[src/rtl/round_robin_arbiter.sv]
// Round-robin arbiter merging p_ninputs val/rdy streams into one stream,
// tagging each message with its source index through a one-entry output buffer.
module round_robin_arbiter #(
    parameter int unsigned p_nbits   = 8,
    parameter int unsigned p_ninputs = 4
) (
    input  logic                                   clk,
    input  logic                                   reset,
    input  logic [p_ninputs-1:0]                   istream_val,
    output logic [p_ninputs-1:0]                   istream_rdy,
    input  logic [p_ninputs*p_nbits-1:0]           istream_msg,
    output logic                                   ostream_val,
    input  logic                                   ostream_rdy,
    output logic [$clog2(p_ninputs)+p_nbits-1:0]   ostream_msg
);

    localparam int unsigned IW = $clog2(p_ninputs);
    localparam int unsigned OW = IW + p_nbits;

    logic                r_full;
    logic [OW-1:0]       r_data;
    logic [IW-1:0]       r_ptr;

    logic [p_nbits-1:0]  w_msg [p_ninputs];
    logic                w_gnt_any;
    logic [IW-1:0]       w_gnt_idx;
    logic [IW-1:0]       w_ptr_nxt;
    logic                w_can_accept;
    logic                w_in_xfer;
    logic                w_out_xfer;
    logic [p_ninputs-1:0] w_rdy;

    for (genvar gi = 0; gi < p_ninputs; gi++) begin : g_unpack
        assign w_msg[gi] = istream_msg[gi*p_nbits +: p_nbits];
    end

    // Rotating-priority scan: first valid requester starting at r_ptr, wrapping.
    always_comb begin
        logic [IW-1:0] v_idx;
        w_gnt_any = 1'b0;
        w_gnt_idx = '0;
        v_idx     = '0;
        for (int unsigned k = 0; k < p_ninputs; k++) begin
            v_idx = IW'((32'(r_ptr) + k) % p_ninputs);
            if (!w_gnt_any && istream_val[v_idx]) begin
                w_gnt_any = 1'b1;
                w_gnt_idx = v_idx;
            end
        end
    end

    always_comb begin
        w_can_accept = ~r_full | ostream_rdy;
        w_rdy        = '0;
        if (w_gnt_any && w_can_accept && !reset) begin
            w_rdy[w_gnt_idx] = 1'b1;
        end
    end

    always_comb begin
        if (w_gnt_idx == IW'(p_ninputs - 1)) begin
            w_ptr_nxt = '0;
        end else begin
            w_ptr_nxt = w_gnt_idx + 1'b1;
        end
    end

    assign w_in_xfer  = |w_rdy;
    assign w_out_xfer = r_full & ostream_rdy;

    always_ff @(posedge clk) begin
        if (reset) begin
            r_full <= 1'b0;
            r_data <= '0;
            r_ptr  <= '0;
        end else if (w_in_xfer) begin
            // Also covers a simultaneous drain: the buffer is overwritten and stays full.
            r_full <= 1'b1;
            r_data <= {w_gnt_idx, w_msg[w_gnt_idx]};
            r_ptr  <= w_ptr_nxt;
        end else if (w_out_xfer) begin
            r_full <= 1'b0;
        end
    end

    assign istream_rdy = w_rdy;
    assign ostream_val = r_full;
    assign ostream_msg = r_data;

endmodule

[config.mk]
export PLATFORM = sky130hd
export DESIGN_NAME = round_robin_arbiter
export DESIGN_NICKNAME = d
export VERILOG_FILES = /design/src/rtl/round_robin_arbiter.sv
export SDC_FILE = /design/constraint.sdc
export NUM_CORES = 1
export LEC_CHECK = 0
export BUFFER_PORTS_ARGS = -buffer_cell sky130_fd_sc_hd__buf_4
export CAP_MARGIN = 20
export CORE_MARGIN = 2
export CORE_UTILIZATION = 35
export DETAILED_ROUTE_END_ITERATION = 16
export SYNTH_ARGS = -nofsm -noshare
export SYNTH_HDL_FRONTEND = slang
export SYNTH_SLANG_ARGS = --single-unit
[constraint.sdc]
create_clock -name clk -period 3.2 [get_ports clk]
set_input_delay 0.16 -clock clk [delete_from_list [all_inputs] [get_ports clk]]
set_output_delay 0.16 -clock clk [all_outputs]
set_load 0.01 [all_outputs]
==> results.yml <==
run_status:
  outcome: "finished, final reports clean"
global_routing:
  overflow: 0
  use_met1_pct: 25.30
  use_met2_pct: 29.53
  antenna_found_initial: 0
  grt_max_degree: 19
  gr-usage-met3_pct: 1.538
  grt_pass1_vias: 1078
  grt_pass1_wl_mm: 4.802
  grt.busiest_layer: "met2"
  track_usage_pct: 18.29
setup_path:
  cp_slowest_stage_delay_ns: 0.54
  critPathSlowestCell: "o21a_1"
  rrSetupSlack_ns: 0.63
  reg2reg_from: "r_ptr[0]$_SDFFE_PP0P_"
  timing_worst_setup_path_type: "reg2reg"
  cp.required_ns: 3.36
  cp_max_fo: 18
  end_kind: "flop"
  path_common_cell: "o31ai_1"
  start_kind: "flop"
  rr_endpoint: "ostream_msg[4]$_SDFFE_PP0P_"
  reg2regPathDepth: 9
  crit_chain: "nand2b_1, a21oi_1, buf_4, or2_1, inv_2, ha_1, o31ai_1, o21a_1, o31ai_1"
  critPathArrivalTime_ns: 2.72
clocking:
  post_cts_buffers: 0
  cts_tree: "built"
  htree_levels: 1
  insertion_delay_ns: 0.28
  numCtsBuffers: 3
  root_buffer: "clkbuf_4"
  clock-sinks: 13
  path_clk_slew_ns: 0.08
  cts_hold_buf: 0
  cts_max_path_buffers: 2
  cts.repair.resized: 0
finish:
  fillCellCount: 274
  nets: 209
  layout_commonest_cell: "buf_4"
  area_growth_pct: 42.61
  final_cell_mix: "58 x buf_4, 17 x o21a_1, 13 x dfxtp_1"
  stdcell_area_um2: 1474
  num_antenna_cells: 0
  layout-drive-gt1-share_pct: 48.21
sta:
  slew_headroom_pct: 62.22
  hold_viol: 0
  fin_setup_tns_ns: 0
  skew_ns: 0.0002192
  fmax_mhz: 389.4
  tightest_slew_ns: 0.5667
  setup_viol: 0
  maxSlewViolCount: 0
  fin_crit_ns: 2.568
  grt_setup_unrepaired: "no"
  fin_crit_sh_pct: 80.25
placed_design:
  post_dp_cell_area_um2: 1448
  hpwl_mm: 2.335
  io_buffers: 53
  gp_congestion: 0.8389
floorplanning:
  design.die.area_um2: 3404
  die_y_um: 58.34
  start_util_pct: 37.16
  pin_count: 54
  core.rowCount: 19
  core_um2: 2781
  die_w_um: 58.34
min_path:
  hp-start: "reset"
  holdPathEnd: "ostream_val$_SDFFE_PP0P_"
  hold_class: "in2reg"
  hold-path-cell-count: 2
synth:
  synthCells: 116
  synth-async-reset-ratio_pct: 0
  synth_edf_count: 0
  synth_warnings: 0
  synth_seq_cells: 13
  synth-seq-area-share_pct: 25.18
  synth_flop_cell: "dfxtp_1"
  syn_nets: 156
  postSynthAreaPerCell_um2: 8.909
  synthesis.area_um2: 1033
  synth_cell_types: 30
route:
  drc: 0
  drt_iter0_markers: 41
  routedWlPerCell_um: 15.10
  via_per_inst: 5.593
  dr.pass1.iters: 4
  vias: 1113
  ant_nets: 0
  wl_mm: 3.005
power_and_ir_drop:
  p_leak_uw: 0.0006383
  powerDensity_nw_per_um2: 500.8
  vdd_drop_max_mv: 0.2567
flow_run:
  cap_violations: 0
power breakdown:
group / switching (uW) / internal, uW / total, uW
Combinational: 215 / 189 / 404
Sequential: 24.5 / 205 / 229
Clock: 56.8 / 48.5 / 105
registers in the layout (all words and copies together), names as in the netlist:
| register | count |
|---|---|
| ostream_val | 1 |
| r_ptr | 2 |
| ostream_msg | 10 |
cell type report:
class	instances	area (um^2)	area share, %
Tap cell	31	38.79	2.632
Clock buffer	4	26.28	1.783
Timing Repair Buffer	58	435.4	29.54
Multi-Input combinational cell	85	683.2	46.35
Inverter	8	30.03	2.037
Sequential cell	13	260.3	17.66
worst max path at each step:
stage	startpoint	end	depth (start not counted)
5_1_grt	r_ptr[0]$_SDFFE_PP0P_	ostream_msg[4]$_SDFFE_PP0P_	9
3_3_place_gp	r_ptr[0]$_SDFFE_PP0P_	ostream_msg[4]$_SDFFE_PP0P_	9
3_5_place_dp	r_ptr[0]$_SDFFE_PP0P_	ostream_msg[4]$_SDFFE_PP0P_	9
2_1_floorplan	r_ptr[1]$_SDFFE_PP0P_	r_ptr[1]$_SDFFE_PP0P_	11
6_report	r_ptr[0]$_SDFFE_PP0P_	ostream_msg[4]$_SDFFE_PP0P_	9
4_1_cts	r_ptr[0]$_SDFFE_PP0P_	ostream_msg[4]$_SDFFE_PP0P_	9
synthesized netlist by cell type (2+ instances only):
cell type   n  area [um^2]
o21a_1     17        127.6
dfxtp_1    13        260.3
a211oi_1    8        60.06
a211oi_2    8        100.1
o2111ai_1   8        70.07
o31ai_2     7        87.58
a21oi_1     6        30.03
inv_1       6        22.52
nand2_1     5        18.77
nand2b_1    5        31.28
nor2_1      5        18.77
clkbuf_1    4        15.01
buf_2       3        15.01
buf_6       2        22.52
inv_2       2        7.510
nor2b_1     2        12.51
o31ai_1     2        15.01
stage by stage:
stage          utilization, %  std cells  hold WS (ns)  setup WS [ns]  total power [uW]
6_report                52.99        199       0.07523         0.6321             738.2
5_1_grt                 52.99        199       0.08511         0.3921             784.5
4_1_cts                 52.99        199       0.06941         0.6283             742.2
3_5_place_dp            52.05        195        0.3789         0.6412             638.4
3_3_place_gp            52.05        195        0.3729         0.7105             633.8
2_1_floorplan               -        116        0.2291         0.7558             486.4
layer usage:
metal / up-vias / part of all wire, %
li1: 554 / -
met1: 505 / 47
met2: 51 / 46
met3: 3 / 6.7
met4: 0 / 1.1
met5: - / 0
cells by family after synthesis:
family                   count (synthesis)  share of synthesized area, %
AO/OA/AOI/OAI                           62                         53.63
AND/OR/NAND/NOR                         22                         11.26
buffers and inverters                   18                         8.716
flip-flops                              13                         25.18
adder cells (fa/ha/maj)                  1                         1.210
worst max-delay path, delay by kind of cell (launching register included):
family / cells / cell delay (ns)
compound gates: 4 / 1.15
buf+inv: 2 / 0.40
flops: 1 / 0.32
simple gates: 2 / 0.31
fa+ha+maj: 1 / 0.25
Note: power is estimated with default switching activity, not from simulation.
